### src/rtl/putc_uart_tx_pkg.sv
// Shared types and helpers for the putc UART transmitter.
package putc_uart_tx_pkg;

  localparam int unsigned RAM_BYTE = 8;

  typedef enum logic [1:0] {
    UART_IDLE,
    UART_START,
    UART_DATA,
    UART_STOP
  } state_t;

  function automatic int unsigned clks_per_bit(input int unsigned clk_hz,
                                               input int unsigned baud);
    return clk_hz / baud;
  endfunction

endpackage

### src/rtl/sync_fifo.sv
// Show-ahead synchronous FIFO; refuses pushes when full and pops when empty.
module sync_fifo #(
  parameter int unsigned WIDTH = 8,
  parameter int unsigned DEPTH = 16
) (
  input  logic                       clk,
  input  logic                       rst,
  input  logic                       push,
  input  logic [WIDTH-1:0]           din,
  input  logic                       pop,
  output logic [WIDTH-1:0]           dout,
  output logic                       full,
  output logic                       empty,
  output logic [$clog2(DEPTH):0]     count
);

  localparam int unsigned AW = $clog2(DEPTH);
  localparam int unsigned CW = AW + 1;

  logic [WIDTH-1:0] mem_q [DEPTH];
  logic [AW-1:0]    wr_ptr_q, rd_ptr_q;
  logic [CW-1:0]    count_q;
  logic             wr_en, rd_en;

  assign full  = (count_q == CW'(DEPTH));
  assign empty = (count_q == CW'(0));
  assign count = count_q;
  assign dout  = mem_q[rd_ptr_q];
  assign wr_en = push && !full;
  assign rd_en = pop && !empty;

  always_ff @(posedge clk) begin
    if (rst) begin
      wr_ptr_q <= '0;
      rd_ptr_q <= '0;
      count_q  <= '0;
    end else begin
      if (wr_en) wr_ptr_q <= wr_ptr_q + AW'(1);
      if (rd_en) rd_ptr_q <= rd_ptr_q + AW'(1);
      case ({wr_en, rd_en})
        2'b10:   count_q <= count_q + CW'(1);
        2'b01:   count_q <= count_q - CW'(1);
        default: count_q <= count_q;
      endcase
    end
  end

  // Storage needs no reset; validity is tracked by count_q.
  always_ff @(posedge clk) begin
    if (wr_en && !rst) mem_q[wr_ptr_q] <= din;
  end

endmodule

### src/rtl/putc_uart_tx.sv
// Buffers putc characters and serialises them as contiguous UART 8N1 frames.
module putc_uart_tx
  import putc_uart_tx_pkg::*;
#(
  parameter int unsigned CLK_HZ     = 12_000_000,
  parameter int unsigned BAUD       = 115_200,
  parameter int unsigned FIFO_DEPTH = 16
) (
  input  logic                clk,
  input  logic                rst,
  input  logic                putc,
  input  logic [RAM_BYTE-1:0] putc_char,
  output logic                full,
  output logic                idle,
  output logic                overflow,
  output logic                tx
);

  localparam int unsigned CPB   = clks_per_bit(CLK_HZ, BAUD);
  localparam int unsigned CNT_W = $clog2(CPB);
  localparam int unsigned CW    = $clog2(FIFO_DEPTH) + 1;

  state_t              state_q, state_d;
  logic [CNT_W-1:0]    cnt_q, cnt_d;
  logic [2:0]          bit_idx_q, bit_idx_d;
  logic [RAM_BYTE-1:0] shift_q, shift_d;
  logic                tx_q, tx_d;
  logic                overflow_q, overflow_d;
  logic                pop_c;

  logic                fifo_full, fifo_empty;
  logic [RAM_BYTE-1:0] fifo_dout;
  logic [CW-1:0]       fifo_count;

  sync_fifo #(
    .WIDTH (RAM_BYTE),
    .DEPTH (FIFO_DEPTH)
  ) u_fifo (
    .clk   (clk),
    .rst   (rst),
    .push  (putc),
    .din   (putc_char),
    .pop   (pop_c),
    .dout  (fifo_dout),
    .full  (fifo_full),
    .empty (fifo_empty),
    .count (fifo_count)
  );

  always_ff @(posedge clk) begin
    if (rst) begin
      state_q    <= UART_IDLE;
      cnt_q      <= '0;
      bit_idx_q  <= '0;
      shift_q    <= '0;
      tx_q       <= 1'b1;
      overflow_q <= 1'b0;
    end else begin
      state_q    <= state_d;
      cnt_q      <= cnt_d;
      bit_idx_q  <= bit_idx_d;
      shift_q    <= shift_d;
      tx_q       <= tx_d;
      overflow_q <= overflow_d;
    end
  end

  always_comb begin
    state_d    = state_q;
    cnt_d      = cnt_q;
    bit_idx_d  = bit_idx_q;
    shift_d    = shift_q;
    pop_c      = 1'b0;
    overflow_d = overflow_q | (putc & fifo_full);

    case (state_q)
      UART_IDLE: begin
        if (!fifo_empty) begin
          pop_c   = 1'b1;
          shift_d = fifo_dout;
          cnt_d   = CNT_W'(CPB - 1);
          state_d = UART_START;
        end
      end
      UART_START: begin
        if (cnt_q == '0) begin
          cnt_d     = CNT_W'(CPB - 1);
          bit_idx_d = '0;
          state_d   = UART_DATA;
        end else begin
          cnt_d = cnt_q - CNT_W'(1);
        end
      end
      UART_DATA: begin
        if (cnt_q == '0) begin
          cnt_d     = CNT_W'(CPB - 1);
          shift_d   = shift_q >> 1;
          bit_idx_d = bit_idx_q + 3'd1;
          if (bit_idx_q == 3'd7) state_d = UART_STOP;
        end else begin
          cnt_d = cnt_q - CNT_W'(1);
        end
      end
      UART_STOP: begin
        if (cnt_q == '0) begin
          if (!fifo_empty) begin
            pop_c   = 1'b1;
            shift_d = fifo_dout;
            cnt_d   = CNT_W'(CPB - 1);
            state_d = UART_START;
          end else begin
            state_d = UART_IDLE;
          end
        end else begin
          cnt_d = cnt_q - CNT_W'(1);
        end
      end
      default: state_d = UART_IDLE;
    endcase

    // Line level follows the state being entered so tx stays registered.
    case (state_d)
      UART_START: tx_d = 1'b0;
      UART_DATA:  tx_d = shift_d[0];
      default:    tx_d = 1'b1;
    endcase
  end

  assign tx       = tx_q;
  assign overflow = overflow_q;
  assign full     = fifo_full;
  assign idle     = (fifo_count == CW'(0)) && (state_q == UART_IDLE);

endmodule

### config.mk
export PLATFORM = sky130hd
export DESIGN_NAME = putc_uart_tx
export DESIGN_NICKNAME = d
export VERILOG_FILES = /design/src/rtl/putc_uart_tx_pkg.sv /design/src/rtl/sync_fifo.sv /design/src/rtl/putc_uart_tx.sv
export SDC_FILE = /design/constraint.sdc
export NUM_CORES = 1
export LEC_CHECK = 0
export CAP_MARGIN = 10
export CORE_MARGIN = 8
export CORE_UTILIZATION = 35
export DETAILED_ROUTE_END_ITERATION = 10
export GPL_TIMING_DRIVEN = 0
export SLEW_MARGIN = 5
export SYNTH_ARGS = -nofsm -noshare
export SYNTH_HDL_FRONTEND = slang
export SYNTH_SLANG_ARGS = --single-unit
### constraint.sdc
create_clock -name clk -period 3.8 [get_ports clk]
set_input_delay 1.14 -clock clk [delete_from_list [all_inputs] [get_ports clk]]
set_output_delay 1.14 -clock clk [all_outputs]
set_load 0.03 [all_outputs]
; Word-level counts from Yosys, hierarchy flattened
; Memories as Yosys holds them, arrays and structs flattened. A register that Yosys moved wholly into a read port is not among the register bits.
; Cells that the tools add are included.
[word_totals]
register_bits = 35
latch_bits = 0
ramBits = 128
mem_bits_ro = 0
input_bits = 11
output_inout_bits = 4
memories = 1
[op_classes]
n_addsub = 6
n_mul = 0
div_mod_pow = 0
order_cmp = 0
eq_ne = 12
shift = 0
mux = 27
n_bitwise = 2
n_reduce_logical = 16
[mem_list]
columns = name, words, width, rd, rd_clocked_by_memory_dff, wr, line
row1 = u_fifo.mem_q, 16, 8, 1, 1, 1, sync_fifo.sv:20  ; logic [WIDTH-1:0] mem_q [DEPTH];
[ops]
columns = cell, n
row1 = 8-bit 2-to-1 mux, 3
row2 = 8-bit one-hot mux with 3 select lines, 1
row3 = 7-bit 2-to-1 mux, 3
row4 = 7-bit one-hot mux with 3 select lines, 1
row5 = 2-bit 2-to-1 mux, 5
row6 = 5-bit one-hot mux with 2 select lines, 1
row7 = "4-bit by 1-bit adder with 4-bit output, second input constant", 2
row8 = "2-bit equality test, second input constant", 4
row9 = 4-bit 2-to-1 mux, 2
row10 = 2-bit one-hot mux with 4 select lines, 1
row11 = 7-bit logical NOT, 1
row12 = "7-bit by 1-bit subtractor with 7-bit output, second input constant", 1
row13 = "2-bit by 1-bit equality test with 1-bit output, second input constant", 3
row14 = 3-bit 2-to-1 mux, 2
row15 = "2-bit inequality test, second input constant", 3
row16 = 3-bit one-hot mux with 2 select lines, 1
row17 = 3-bit AND reduction, 2
row18 = "5-bit by 1-bit adder with 5-bit output, second input constant", 1
row19 = "5-bit equality test, second input constant", 1
row20 = 5-bit logical NOT, 1
row21 = 1-bit 2-to-1 mux, 5
row22 = "5-bit by 1-bit subtractor with 5-bit output, second input constant", 1
row23 = 1-bit logical AND, 4
row24 = 1-bit one-hot mux with 2 select lines, 2
row25 = other kinds (9), 12

; Logic depth before layout (Yosys ltp)
; Gate-level depths: netlist (run 1).
[depth]
word_depth = 7
mapped_depth = 15
mapped_depth_nobuf = 13

; Modules after synthesis
; Synthesis (run 1) repeated with hierarchy kept, for this count alone.
[hier_totals]
cells_unflattened = 463
area_unflattened_um2 = 7075.5
[by_module_without_submodules]
columns = module, instances, cells_each, area_each_um2
row1 = sync_fifo, 1, 316, 5789.3
row2 = putc_uart_tx, 1, 147, 1286.2

; Worst setup path before layout (run 1)
; No wires, ideal clock.
[synth_path]
kind = input-to-reg
start = input putc
end = register u_fifo.count_q[4] (netlist: u_fifo.count[4])
arrival_ps = 3259
required_ps = 3668
path_slack_ps = 409
stages = 11
path_cell_list = a21boi_0 -> inv_1 -> ha_1 -> clkbuf_1 -> xor2_1 -> ha_1 -> a21oi_1 -> o22ai_1 -> a222oi_1 -> or3_1 -> a21oi_1
[synth_between]
elab_chain_len = 3
word_cells_on_any_way = 5
[synth_rtl]
columns = item, line
row1 = "start, declared", putc_uart_tx.sv:11  ; input logic putc,
row2 = 1-bit logical AND (*), sync_fifo.sv:29  ; assign wr_en = push && !full;
row3 = 2-bit by 1-bit equality test with 1-bit output / 2-bit equality test (equally long branches), sync_fifo.sv:40  ; case ({wr_en, rd_en})
row4 = 5-bit one-hot mux with 2 select lines / 2-bit nonzero test (equally long branches), -
row5 = "end signal, assigned", sync_fifo.sv:41  ; 2'b10: count_q <= count_q + CW'(1);
row6 = "end signal, assigned", sync_fifo.sv:42  ; 2'b01: count_q <= count_q - CW'(1);
row7 = "end signal, assigned", sync_fifo.sv:43  ; default: count_q <= count_q;
row8 = "end, declared", sync_fifo.sv:22  ; logic [CW-1:0] count_q;
; Every way passes the cells marked *; elsewhere a longest branch is shown, timed or not.
; A chain may end at the register's enable or synchronous reset.

; Worst setup path after layout (run 1)
; Ends and elaborated chain as after synthesis.

==> qor.log, run 1 <==
qor: outcome.run_status finished, final reports clean
qor: run.timing.max_cap.violations 0
qor: sta.final.setup_skew 0.0104 ns
qor: final_layout.commonest_non_fill_non_tap_cell_in_the_layout sky130_fd_sc_hd__edfxtp_1
qor: global_route.globalRouteOverflowTotal 0
qor: sta.fmaxAchievable 0.283 GHz
qor: worst_hold_path.hold_path_class register to register
qor: synth.dominantRegCellSynth sky130_fd_sc_hd__edfxtp_1
qor: clock_network.root_buffer_cell sky130_fd_sc_hd__clkbuf_16
qor: route.via_count 4265
qor: power.clkPwrFrac 28.3%
qor: synth.syn-cell-area 7260 sq um
qor: global_route.largest_net_degree_at_the_start_of_global_routing 17
qor: sta.setup_viol_count_final 0
qor: final_layout.multi_input_comb_area 2460 sq um
qor: synth.ys_async_sr_fraction 0%
qor: power.power_report.internal_total 3.68 mW
qor: global_route.grtUsageTotal 12.2%
qor: setup_path.cp.arrival 3.82 ns
qor: clock_network.clock_path_buffers 2
qor: die.fp-row-count 52
qor: final_layout.stdcell_count 805
qor: sta.layout_min_cycle_time 3.53 ns
qor: global_route.antenna_found_initial 0
qor: die.total_core_area 20300 sq um
qor: final_layout.layout.cells.most_common_list sky130_fd_sc_hd__edfxtp_1, sky130_fd_sc_hd__nor2_1, sky130_fd_sc_hd__dfxtp_1
qor: power.max-vdd-ir-drop 0.303 mV
qor: sta.setup_repair_after_global_routing_missed_its_margin no
qor: setup_path.critical_path_required 4.09 ns
qor: placement.place_hpwl 10.1 mm
qor: die.floorplan.die_area 25600 sq um
qor: setup_path.crit_path_start_kind primary input
qor: setup_path.end_kind register
qor: synth.yosys-top-cells-area sky130_fd_sc_hd__edfxtp_1, sky130_fd_sc_hd__dfxtp_1, sky130_fd_sc_hd__mux4_2, sky130_fd_sc_hd__ha_1, sky130_fd_sc_hd__nor2_1
qor: setup_path.timing.rr.start u_fifo.count[2]$_SDFFE_PP0P_
qor: synth.yosys_warnings 0
qor: clock_network.clkLatencyLatePin 0.42 ns
qor: die.start_util 35.8%
qor: synth.avgSynthCellArea 14.8 sq um
qor: setup_path.crit_path_start putc
qor: global_route.grt_first_pass_wirelength 24.0 mm
qor: sta.tightest_slew 0.994 ns
qor: sta.finalMaxSlewViolations 0
qor: setup_path.r2r_setup_slack 0.29 ns
qor: route.drt_drc_violations_left 0
qor: sta.whs 0.470 ns
qor: clock_network.htree_num_levels 4
qor: clock_network.clock_sinks 167
qor: sta.maxSlewHeadroom 33.5%
qor: placement.placed_cells 773
qor: final_layout.antennaDiodeCount 0
qor: final_layout.layout.filler_cells 1864
qor: final_layout.layout.nets 551
qor: route.detail_route.iter0.violations 414
qor: power.static-leakage-power 2.68 nW
qor: setup_path.critical_path.reg2reg.endpoint u_fifo.count[4]$_SDFFE_PP0P_
qor: synth.netlist.area_leader.share 52.9%
qor: synth.yosysSeqAreaShare 63.7%
qor: synth.yosys.cell_types.count 63
qor: route.detail-route-antenna-nets 0
qor: synth.netlist.top_cell.by_area sky130_fd_sc_hd__edfxtp_1
qor: die.die_x 160 um
qor: clock_network.worst_setup_hold_path_clk_slew 0.06 ns
qor: die.io_pins 15
qor: clock_network.cts_made_buffers 17
qor: clock_network.cts.hold.buffers_added 0
qor: power.power.share.switching 33.7%
qor: setup_path.worst_path_fanout_max 7
qor: route.routedWlPerCell 18.9 um
qor: worst_hold_path.timing.hold.worst_path_depth 2
qor: synth.synthesis.nets 517
qor: power.power.share.combinational 32.1%
qor: sta.layout_worst_path_cycle_share 93.0%
qor: power.power 5.55 mW
qor: synth.synth-edff-count 128
qor: die.floorplan.die.height 160 um
qor: final_layout.drive_above_1_share 17.9%
qor: power.p_seq_share 39.6%
qor: final_layout.ff_latch_area 4620 sq um
qor: synth.synth.ff_latch_count 167
qor: power.power-per-cell-area 668 nW/um^2
qor: final_layout.syn2layout_area_growth 14.3%
qor: worst_hold_path.min-delay-start overflow$_SDFF_PP0_
qor: global_route.via_count_of_the_first_global_routing_pass 4320
qor: route.routed_via_density 5.30
qor: setup_path.timing.setup.critical_path_class primary input to register
qor: route.totalWireLength 15.2 mm
qor: placement.io_buffers 13
qor: clock_network.tritoncts built
qor: synth.post_synth_inst_count 489
qor: worst_hold_path.whs_endpoint overflow$_SDFF_PP0_
qor: power.net-switching-power 1.87 mW
qor: route.detailedRoute.firstPassIterationCount 5
qor: sta.hold_viol_final 0
qor: setup_path.reg2reg_depth 15
qor: placement.routabilityCongestion 0.849
sequential cells by signal, summed over array words and instances (netlist names), named ones only:
| signal | count |
|---|---|
| bit_idx_q | 3 |
| cnt_q | 7 |
| overflow | 1 |
| shift_q | 8 |
| state_q | 2 |
| tx | 1 |
| u_fifo.count | 5 |
| u_fifo.mem_q | 128 |
| u_fifo.rd_ptr_q | 4 |
| u_fifo.wr_ptr_q | 4 |
Yosys cell counts, drive strengths merged, types with 2 or more instances:
cell / count
edfxtp: 128
nor2: 52
dfxtp: 39
mux4: 33
nor3: 24
buf: 19
nand2: 19
mux2i: 18
ha: 17
a21oi: 16
o21ai: 12
clkbuf: 10
inv: 10
or3: 9
a221o: 7
a2111oi: 6
xnor2: 6
a31oi: 5
xor2: 5
nand2b: 4
nor4b: 4
a22oi: 3
and2: 3
nor2b: 3
nor4: 3
o211ai: 3
a211oi: 2
a21boi: 2
a21o: 2
nand3: 2
o22ai: 2
or4: 2
how the worst max path moves through the flow:
stage,end,slack (ns)
floorplan,u_fifo.count[4]$_SDFFE_PP0P_,0.41
global placement,u_fifo.mem_q[3][6]$_DFFE_PP_,-0.76
detailed placement,u_fifo.count[4]$_SDFFE_PP0P_,-0.51
CTS,u_fifo.count[4]$_SDFFE_PP0P_,0.13
global route,u_fifo.count[4]$_SDFFE_PP0P_,0.03
finish,u_fifo.count[4]$_SDFFE_PP0P_,0.27
per-stage QoR:
step	setup WS [ns]	cell area, sq um	TNS, ns	util [%]
2_1_floorplan	0.409	7260	0	-
3_3_place_gp	-0.758	7730	-42.31	38.1
3_5_place_dp	-0.507	7750	-25.74	38.2
4_1_cts	0.129	8280	0	40.8
5_1_grt	0.0293	8300	0	40.9
6_report	0.266	8300	0	40.9
routing by layer:
layer	up-vias	GRT usage [%]	share of wire (%)	routed length, um
met3	14	3.57	5.5	831
li1	1975	-	-	-
met4	0	3.95	1.3	199
met2	114	19.4	49	7410
met5	-	0	0	0
met1	2162	15.7	45	6800
repair_timing:
item                       4_1_cts  5_1_grt
setup buffers                    0        1
resized for setup                1        2
pin swaps                        0        1
setup endpoints to repair        1        2
layout make-up:
class,count,share of cell area (%)
Sequential cell,167,55.7
Tap cell,270,4.07
Buffer,29,1.96
Timing Repair Buffer,15,1.75
Inverter,10,0.452
Multi-Input combinational cell,283,29.7
Clock buffer,18,5.17
Clock inverter,13,1.16
power by group through the flow:
stage	clock network [mW]	registers (mW)	logic, mW
after global routing	1.67	2.21	1.96
after detailed placement	0	2.23	1.74
after global placement	0	2.22	1.71
final	1.57	2.20	1.78
after CTS	1.58	2.19	1.76
after floorplan	0	2.22	1.31
worst max-delay path, cell delays in order:
cell and delay, ns:
sky130_fd_sc_hd__clkdlybuf4s50_1 0.48, sky130_fd_sc_hd__a21boi_2 0.31, sky130_fd_sc_hd__inv_1 0.16, sky130_fd_sc_hd__ha_1 0.22, sky130_fd_sc_hd__clkbuf_1 0.17, sky130_fd_sc_hd__xor2_1 0.17
sky130_fd_sc_hd__ha_1 0.19, sky130_fd_sc_hd__a21oi_1 0.26, sky130_fd_sc_hd__o22ai_1 0.14, sky130_fd_sc_hd__a222oi_1 0.37, sky130_fd_sc_hd__or3_1 0.16, sky130_fd_sc_hd__a21oi_1 0.06
kinds of logic after synthesis:
family                   after synthesis  share of synthesized area (%)
AO/OA/AOI/OAI                         72                           7.07
XOR/XNOR                              11                           1.33
adder cells (fa/ha/maj)               17                           2.93
buffers and inverters                 39                           2.76
flip-flops                           167                           63.7
multiplexers                          51                           12.7
AND/OR/NAND/NOR                      132                           9.50
Note: power is estimated with default switching activity, not from simulation.
==> run 2: changes to the inputs <==
- CTS_CLUSTER_SIZE: not set -> 30
==> results of run 2 <==
Final layout, timing and power as in run 1 (identical DEF).
